--- config.mk ---
export PLATFORM = sky130hd
export DESIGN_NAME = character_object_sequencer
export DESIGN_NICKNAME = d
export VERILOG_FILES = /design/src/rtl/character_object_sequencer_pkg.sv /design/src/rtl/character_pos_stepper.sv /design/src/rtl/character_object_sequencer.sv
export SDC_FILE = /design/constraint.sdc
export NUM_CORES = 1
export LEC_CHECK = 0
export BUFFER_PORTS_ARGS = -buffer_cell sky130_fd_sc_hd__buf_2
export CAP_MARGIN = 5
export CELL_PAD_IN_SITES_DETAIL_PLACEMENT = 0
export CELL_PAD_IN_SITES_GLOBAL_PLACEMENT = 1
export CORE_MARGIN = 2
export CORE_UTILIZATION = 30
export CTS_CLUSTER_SIZE = 25
export DETAILED_ROUTE_END_ITERATION = 7
export PLACE_DENSITY = 0.59
export SYNTH_ARGS = -nofsm -noshare
export SYNTH_HDL_FRONTEND = slang
export SYNTH_SLANG_ARGS = --single-unit
export TNS_END_PERCENT = 5
--- constraint.sdc ---
create_clock -name clk -period 6.2 [get_ports clk]
set_input_delay 0.93 -clock clk [delete_from_list [all_inputs] [get_ports clk]]
set_output_delay 0.93 -clock clk [all_outputs]
set_load 0.01 [all_outputs]
--- src/rtl/character_object_sequencer_pkg.sv ---
// Shared types for the character object sequencer: state encoding, position
// width and the default end-of-script sprite index.
package character_object_sequencer_pkg;
  localparam int POS_W = 10;
  localparam logic [7:0] END_INDEX_DEFAULT = 8'hFF;

  typedef enum logic [2:0] {
    S_IDLE  = 3'd0,
    S_REQ   = 3'd1,
    S_CHECK = 3'd2,
    S_HOLD  = 3'd3,
    S_DONE  = 3'd4
  } seq_state_e;
endpackage

--- src/rtl/character_pos_stepper.sv ---
// One axis of the glide: moves cur toward tgt by at most step when enabled,
// using unsigned compares so the result never wraps past the target.
module character_pos_stepper
  import character_object_sequencer_pkg::*;
(
  input  logic [POS_W-1:0] cur_i,
  input  logic [POS_W-1:0] tgt_i,
  input  logic [POS_W-1:0] step_i,
  input  logic             en_i,
  output logic [POS_W-1:0] nxt_o,
  output logic             at_tgt_o
);
  always_comb begin
    nxt_o = cur_i;
    if (en_i) begin
      if (cur_i < tgt_i) nxt_o = ((tgt_i - cur_i) > step_i) ? cur_i + step_i : tgt_i;
      else               nxt_o = ((cur_i - tgt_i) > step_i) ? cur_i - step_i : tgt_i;
    end
  end

  assign at_tgt_o = (nxt_o == tgt_i);
endmodule

--- src/rtl/character_object_sequencer.sv ---
// Walks the character script through the ROM reader handshake, holds each
// entry for HOLD_FRAMES frames and glides the sprite toward each target.
// Define CHAR_SEQ_LOOP_EN to restart the script instead of stopping in DONE.
module character_object_sequencer
  import character_object_sequencer_pkg::*;
#(
  parameter int         ADDR_WIDTH  = 10,
  parameter int         HOLD_FRAMES = 60,
  parameter int         STEP_PX     = 4,
  parameter logic [7:0] END_INDEX   = END_INDEX_DEFAULT
) (
  input  logic                  clk,
  input  logic                  reset,
  input  logic                  start,
  input  logic                  frame_tick,
  output logic [ADDR_WIDTH-1:0] addr,
  output logic                  sync_character,
  input  logic                  update_character,
  input  logic [POS_W-1:0]      character_pos_x,
  input  logic [POS_W-1:0]      character_pos_y,
  input  logic [7:0]            character_index,
  output logic [POS_W-1:0]      char_x,
  output logic [POS_W-1:0]      char_y,
  output logic [7:0]            char_index,
  output logic                  char_valid,
  output logic                  seq_done
);
  localparam int               CNT_W    = $clog2(HOLD_FRAMES + 1);
  localparam logic [CNT_W-1:0] HOLD_MAX = CNT_W'(HOLD_FRAMES);
  localparam logic [POS_W-1:0] STEP     = POS_W'(STEP_PX);

  seq_state_e            state_q, state_d;
  logic [ADDR_WIDTH-1:0] addr_q, addr_d;
  logic                  sync_q, sync_d;
  logic [POS_W-1:0]      x_q, x_d, y_q, y_d, tx_q, tx_d, ty_q, ty_d;
  logic [7:0]            idx_q, idx_d, tidx_q, tidx_d;
  logic                  valid_q, valid_d, done_q, done_d;
  logic [CNT_W-1:0]      cnt_q, cnt_d;
  logic [POS_W-1:0]      x_nxt, y_nxt;
  logic                  x_at, y_at, step_en;

  assign step_en = (state_q == S_HOLD) && frame_tick;

  character_pos_stepper u_step_x (
    .cur_i(x_q), .tgt_i(tx_q), .step_i(STEP), .en_i(step_en), .nxt_o(x_nxt), .at_tgt_o(x_at)
  );
  character_pos_stepper u_step_y (
    .cur_i(y_q), .tgt_i(ty_q), .step_i(STEP), .en_i(step_en), .nxt_o(y_nxt), .at_tgt_o(y_at)
  );

  always_comb begin
    state_d = state_q;
    addr_d  = addr_q;
    sync_d  = sync_q;
    x_d     = x_q;
    y_d     = y_q;
    tx_d    = tx_q;
    ty_d    = ty_q;
    idx_d   = idx_q;
    tidx_d  = tidx_q;
    valid_d = valid_q;
    cnt_d   = cnt_q;
    done_d  = 1'b0;
    unique case (state_q)
      S_IDLE: if (start) begin
        state_d = S_REQ;
        sync_d  = update_character;  // never request while the reader still flags old data
      end
      S_REQ: begin
        if (!sync_q && update_character) begin
          tx_d    = character_pos_x;
          ty_d    = character_pos_y;
          tidx_d  = character_index;
          sync_d  = 1'b1;
          state_d = S_CHECK;
        end else if (sync_q && !update_character) begin
          sync_d = 1'b0;
        end
      end
      S_CHECK: begin
        if (tidx_q == END_INDEX || addr_q == '1) begin
`ifdef CHAR_SEQ_LOOP_EN
          addr_d  = '0;
          sync_d  = update_character;
          done_d  = 1'b1;
          state_d = S_REQ;
`else
          state_d = S_DONE;
`endif
        end else begin
          idx_d = tidx_q;
          cnt_d = '0;
          if (!valid_q) begin
            x_d     = tx_q;
            y_d     = ty_q;
            valid_d = 1'b1;
          end
          state_d = S_HOLD;
        end
      end
      S_HOLD: begin
        // A tick on the exit cycle is applied before the exit test below.
        x_d = x_nxt;
        y_d = y_nxt;
        if (frame_tick && cnt_q != HOLD_MAX) cnt_d = cnt_q + CNT_W'(1);
        if (cnt_d == HOLD_MAX && x_at && y_at && !update_character) begin
          addr_d  = addr_q + ADDR_WIDTH'(1);
          sync_d  = 1'b0;
          state_d = S_REQ;
        end
      end
      S_DONE: if (start) begin
        addr_d  = '0;
        sync_d  = update_character;
        state_d = S_REQ;
      end
      default: state_d = S_IDLE;
    endcase
    done_d = done_d | (state_d == S_DONE);
  end

  always_ff @(posedge clk or posedge reset) begin
    if (reset) begin
      state_q <= S_IDLE;
      addr_q  <= '0;
      sync_q  <= 1'b1;
      x_q     <= '0;
      y_q     <= '0;
      tx_q    <= '0;
      ty_q    <= '0;
      idx_q   <= '0;
      tidx_q  <= '0;
      valid_q <= 1'b0;
      done_q  <= 1'b0;
      cnt_q   <= '0;
    end else begin
      state_q <= state_d;
      addr_q  <= addr_d;
      sync_q  <= sync_d;
      x_q     <= x_d;
      y_q     <= y_d;
      tx_q    <= tx_d;
      ty_q    <= ty_d;
      idx_q   <= idx_d;
      tidx_q  <= tidx_d;
      valid_q <= valid_d;
      done_q  <= done_d;
      cnt_q   <= cnt_d;
    end
  end

  assign addr           = addr_q;
  assign sync_character = sync_q;
  assign char_x         = x_q;
  assign char_y         = y_q;
  assign char_index     = idx_q;
  assign char_valid     = valid_q;
  assign seq_done       = done_q;
endmodule

# After elaboration in Yosys (flattened, before gate mapping)
# Cells that the tools add are included.
word_totals:
  regBits: 78
  latchBits: 0
  ramBits: 0
  mem_bits_ro: 0
  inputBits: 33
  out_inout_bits: 41
  word_cells: 98
  memories: 0
classes:
  add_sub_neg: 10
  mul: 0
  n_div: 0
  order_cmp: 6
  n_eq_ne: 17
  shift: 0
  mux: 31
  bitwise: 1
  reduce_logical: 21
ops:
  columns: ["op", "n"]
  rows:
  - ["2-to-1 mux 10 bit", 14]
  - ["one-hot mux 10 bit (2 select lines)", 3]
  - ["> comparator 10 x 3 -> 1 bit, second input constant", 4]
  - ["subtractor 10 bit", 4]
  - ["adder 10 x 3 -> 10 bit, second input constant", 2]
  - ["equality test 10 bit", 2]
  - ["< comparator 10 bit", 2]
  - ["subtractor 10 x 3 -> 10 bit, second input constant", 2]
  - ["2-to-1 mux 6 bit", 3]
  - ["2-to-1 mux 3 bit", 4]
  - ["one-hot mux 3 bit (4 select lines)", 1]
  - ["one-hot mux 6 bit (2 select lines)", 1]
  - ["adder 10 x 1 -> 10 bit, second input constant", 1]
  - ["equality test 10 bit, second input constant", 1]
  - ["equality test 8 bit, second input constant", 1]
  - ["logical AND 1 bit", 7]
  - ["adder 6 x 1 -> 6 bit, second input constant", 1]
  - ["equality test 3 x 2 -> 1 bit, second input constant", 2]
  - ["equality test 3 bit, second input constant", 2]
  - ["equality test 6 bit, second input constant", 1]
  - ["!= test 2 bit, second input constant", 3]
  - ["!= test 6 bit, second input constant", 1]
  - ["AND reduction 2 bit", 3]
  - ["AND reduction 3 bit", 2]
  - ["13 further kinds", 19]

# Depth between registers and ports, before layout
logic_depth:
  depth_word: 12
  ltp_mapped: 18
  ltp_nobuf: 15

# Cells and area by module
# A second synthesis with hierarchy kept.
unflattened:
  hier_cells: 1085
  hier_area_um2: 9251.4
by_module_without_submodules:
  columns: ["module", "instances", "cells_per_inst", "area_each_um2", "seq_area_each_um2"]
  rows:
  - ["character_object_sequencer", 1, 323, 3632.2, 1953.1]
  - ["character_pos_stepper (u_step_x)", 1, 381, 2842.7, 0.0]
  - ["character_pos_stepper (u_step_y)", 1, 381, 2776.4, 0.0]

# Worst setup path before layout
# Ideal clock, no wire load.
synth_path:
  path_kind: "reg2reg"
  from: "reg x_q[0] (netlist: char_x[0])"
  to: "reg addr_q[6] (netlist: addr[6])"
  setup_ps: 129
  t_arrival_ps: 4402
  required_time_ps: 6071
  path_slack_ps: 1669
  path_stages_with_launch: 17
  n_path_buf: 2
  period_less_slack_ps: 4531
  path_cell_list: "dfrtp_1 > ha_1 > fa_1 > nand2b_1 > a21oi_1 > mux2_4 > or4_1 > or4b_4 > buf_6 > or2_4 > o211ai_2 > nand4_1 > nor4_2 > nand4_2 > buf_2 > o211ai_1 > o31ai_1"
synth_via:
  elab_chain_cells: 11
  elab_cells_between_ends: 17
  cone_classes: "add/sub: 4; order compare: 3; eq/ne: 2; mux: 4; reduce/logical: 4"
synth_lines:
  columns: ["element", "line_no", "rtl"]
  rows:
  - ["start, declared", "character_object_sequencer.sv:35", "logic [POS_W-1:0] x_q, x_d, y_q, y_d, tx_q, tx_d, ty_q, ty_d;"]
  - ["start signal, assigned", "character_object_sequencer.sv:127", "x_q <= '0;"]
  - ["start signal, assigned", "character_object_sequencer.sv:140", "x_q <= x_d;"]
  - ["subtractor 10 bit, on equally long branches", "character_pos_stepper.sv:17, character_pos_stepper.sv:16", null]
  - ["> comparator 10 x 3 -> 1 bit, on equally long branches", "character_pos_stepper.sv:17, character_pos_stepper.sv:16", null]
  - ["2-to-1 mux 10 bit, on equally long branches", "character_pos_stepper.sv:17, character_pos_stepper.sv:16", null]
  - ["2-to-1 mux 10 bit", "character_pos_stepper.sv:16", "if (cur_i < tgt_i) nxt_o = ((tgt_i - cur_i) > step_i) ? cur_i + step_i : tgt_i;"]
  - ["2-to-1 mux 10 bit *", "character_pos_stepper.sv:15", "if (en_i) begin"]
  - ["equality test 10 bit *", "character_pos_stepper.sv:21", "assign at_tgt_o = (nxt_o == tgt_i);"]
  - ["logical AND 1 bit * (3 in a row)", "character_object_sequencer.sv:106", "if (cnt_d == HOLD_MAX && x_at && y_at && !update_character) begin"]
  - ["!= test 2 x 1 -> 1 bit (no line) *", null, null]
  - ["AND reduction 3 bit (no line) *", null, null]
  - ["end signal, assigned", "character_object_sequencer.sv:138", "addr_q <= addr_d;"]
  - ["end, declared", "character_object_sequencer.sv:33", "logic [ADDR_WIDTH-1:0] addr_q, addr_d;"]
# Mark *: on every way between the ends. The rest lies on a longest branch, timed or not.
# A chain may end at the register's enable or synchronous reset.

# Worst setup path after layout
layout_path:
  from: "reg x_q[2] (netlist: char_x[2])"
  to: "reg addr_q[4] (netlist: addr[4])"
# Same word-level chain as after synthesis.

==> run metrics <==
DRC=0; # IOs=74; post-synth cell types=76; max-slew violation count=0; CP arrival=~5.6 ns; clock net sink count=slightly below 80; Crit. End Element=register; Max IR drop VDD=roughly 150 µV; Switching Fraction=0.4649; H-tree Lvls=3; starting density of the core=0.3059; area of the core=roughly 24000 µm²; clock buffer depth=2; PD cells=~350 nW/µm²; Post-Syn Area=7202 µm²; met3 WL=944 µm; Flop pwr share=0.260; CTS resizes=0; main area contributors after synthesis=dfrtp_1 27%, ha_1 8.0%, o21ai_0 5.4%; CP dominant cell by count=a21oi_1; Max Freq=189.1 MHz; top layer in use=met4; most common cell in the synthesized netlist=nand2_1; Area after DPL=7863 µm²; syn nets=~1000; largest net degree at the start of global routing=between 50 and 60; Worst Path Max Fanout=19; most area-hungry cell type in the Yosys netlist=dfrtp_1; RSZ-0062 raised after global routing=no; total track usage=0.1877; EDFF count, synth=0; Num CTS Buffers=9; outcome=complete, no violations; CTS tree=yes; Final Cycle Share=0.8531; post-place setup slack=between 0.9 and 1 ns; initial DRC count=about 490; CTS Root Cell=clkbuf_16; Primary FF master, synth=dfrtp_1; Net Switching=approximately 1.3 mW; diode count=0; die height=158.9 µm; final hold viol count=0; Gate power share=0.555; Worst-Skew Late Latency=around 0.35 ns; relative slew slack=0.3639; sequential fraction of the synthesis area=0.2712; dpl cells=around 1300; Crit Path Category=register to register; Clock power frac=0.185; CP peak stage delay=0.67 ns; WL met1=approximately 12 mm; crit path time final=~5.3 ns; hold buffers post-CTS=0; Seq cells post-synth=78; most frequent cells after synthesis=102 x nand2_1, 78 x o21ai_0, 77 x dfrtp_1, 68 x a21oi_1, 64 x nor2_1; port bufs=73; FP Rows=56; Finished Cell Area=8152 µm²; final setup margin=0.9106 ns; Worst Hold Class=register to register; fraction of registers with async set/reset=1.000; hpwl dp=17.86 mm; Crit-path slowest cell=or4b_4; Hold Slack=roughly 0.50 ns; Finished Layout Cells=1290; setup TNS=0 ns; share of layout cells above drive strength 1=0.1493; DRT antenna net count=0; area grow syn2layout=13.19%; crit path cell chain=inv_1, ha_1, nand2b_1, a21oi_1, mux2_4, or4_1, or4b_4, and2_0, a32oi_1, a31oi_1, nor4_2, nand4_2, or3_1, a21oi_1; Avg Vias per Cell=about 5.4; cells after synthesis=920; clk slew on worst S/H paths=~0.07 ns; Routed WL=~24 mm; vias=between 6000 and 7000; Pleak=between 3 and 4 nW; # setup viols final=0; gpl congestion=a little under 0.9; DR pass1 iterations=5; total congestion overflow=0; Critical Path RT=6.47 ns; die width=between 150 and 200 µm; first-pass GRT wire length=38.16 mm; met2 wire len=10.84 mm; # Post-CTS Setup Buffers=0; Avg Synthesized Cell Area=7.828 µm²; Routed wire per std cell=approximately 19 µm; Yosys top cell area share=0.2675; Layout Nets=1047; Worst Clk Skew=approximately 0.014 ns; initial antenna violation count=0; CP Launch Type=register; die area=about 25000 µm²; vias in the first global route=6606; synth warn=0; Int Power=approximately 1.5 mW; Worst-Margin Slew=about 0.95 ns; max_cap viols=0
==> power by group through the flow <==
stage / Clock, mW / Sequential (mW) / Combinational [mW]
2_1_floorplan: 0 / 0.698 / 1.21
3_3_place_gp: 0 / 0.751 / 1.60
3_5_place_dp: 0 / 0.753 / 1.58
4_1_cts: 0.553 / 0.744 / 1.59
5_1_grt: 0.569 / 0.768 / 1.76
6_report: 0.529 / 0.745 / 1.59
==> state kept, by name, summed over array words and instances (netlist names), 3 cells and up <==
| signal | count |
|---|---|
| tx_q | 10 |
| state_q | 3 |
| tidx_q | 8 |
| char_y | 10 |
| char_index | 8 |
| ty_q | 10 |
| cnt_q | 6 |
| char_x | 10 |
| addr | 10 |
==> placed cells by master, fill, tap and decap left out, types with 6 or more instances in the layout <==
cell type and n:
a21o_1 6, a21oi_1 67, a31oi_1 21, and2_1 9
and3_1 8, buf_2 73, buf_4 14, clkbuf_16 9
dfrtp_1 77, ha_1 46, inv_1 57, mux2_2 18
mux2i_1 10, nand2_1 102, nand2b_1 12, nand3_1 34
nand4_1 15, nor2_1 64, nor2b_1 9, nor3_1 16
nor4_1 10, o211ai_1 15, o21a_1 9, o21ai_0 77
o221ai_1 10, o22ai_1 8, o31ai_1 7, or2_2 6
or3_1 8, xnor2_1 42, xor2_1 8
==> final cells by class <==
cell class | instances | area [µm²]
Timing Repair Buffer | 87 | 470.5
Clock buffer | 9 | 225.2
Multi-Input combinational cell | 732 | 4821
Clock inverter | 7 | 63.81
Fill cell | 2569 | 15390
Tap cell | 319 | 399.1
Inverter | 58 | 219.0
Sequential cell | 78 | 1953
==> worst paths after layout <==
path                       depth (start not counted)  slack, ns            end           from
min reg2reg                                        1       0.50  char_index[7]  char_index[7]
max in group asynchronous                          3       4.54        ty_q[8]          reset
max                                               14       0.91        addr[4]      char_x[2]
max reg2reg                                       14       0.91        addr[4]      char_x[2]
min in group asynchronous                          2       0.58        tx_q[3]          reset
min                                                1       0.50  char_index[7]  char_index[7]
==> metrics by stage <==
| step | utilization | power [mW] |
|---|---|---|
| after floorplan | - | 1.905 |
| after global placement | 0.3340 | 2.350 |
| after detailed placement | 0.3340 | 2.332 |
| after CTS | 0.3462 | 2.884 |
| after global routing | 0.3462 | 3.100 |
| final | 0.3462 | 2.865 |
==> routing by layer <==
metal	global-route usage	vias to the layer above
met1	0.2728	3318
met4	0.05124	0
met3	0.02396	15
met5	0	-
li1	-	3446
met2	0.2934	173
==> kinds of logic after synthesis <==
logic type	after synthesis	share of synthesized area
and+or+nand+nor	319	0.2198
AOI/OAI and AO/OA	285	0.2547
buffers and inverters	110	0.06185
DFF	78	0.2712
xor gates and xnor gates	50	0.06081
adders and majority gates	48	0.08548
muxes	30	0.04621
==> critical path: cells and delay by family, from the launching register on <==
family,cells,cell delay (ns)
buffers and inverters,1,0.18
multiplexers,1,0.33
flip-flops,1,0.52
AO/OA/AOI/OAI,4,0.87
adder cells (fa/ha/maj),1,0.48
AND/OR/NAND/NOR,7,2.82
Power figures use the tool's default switching activity.
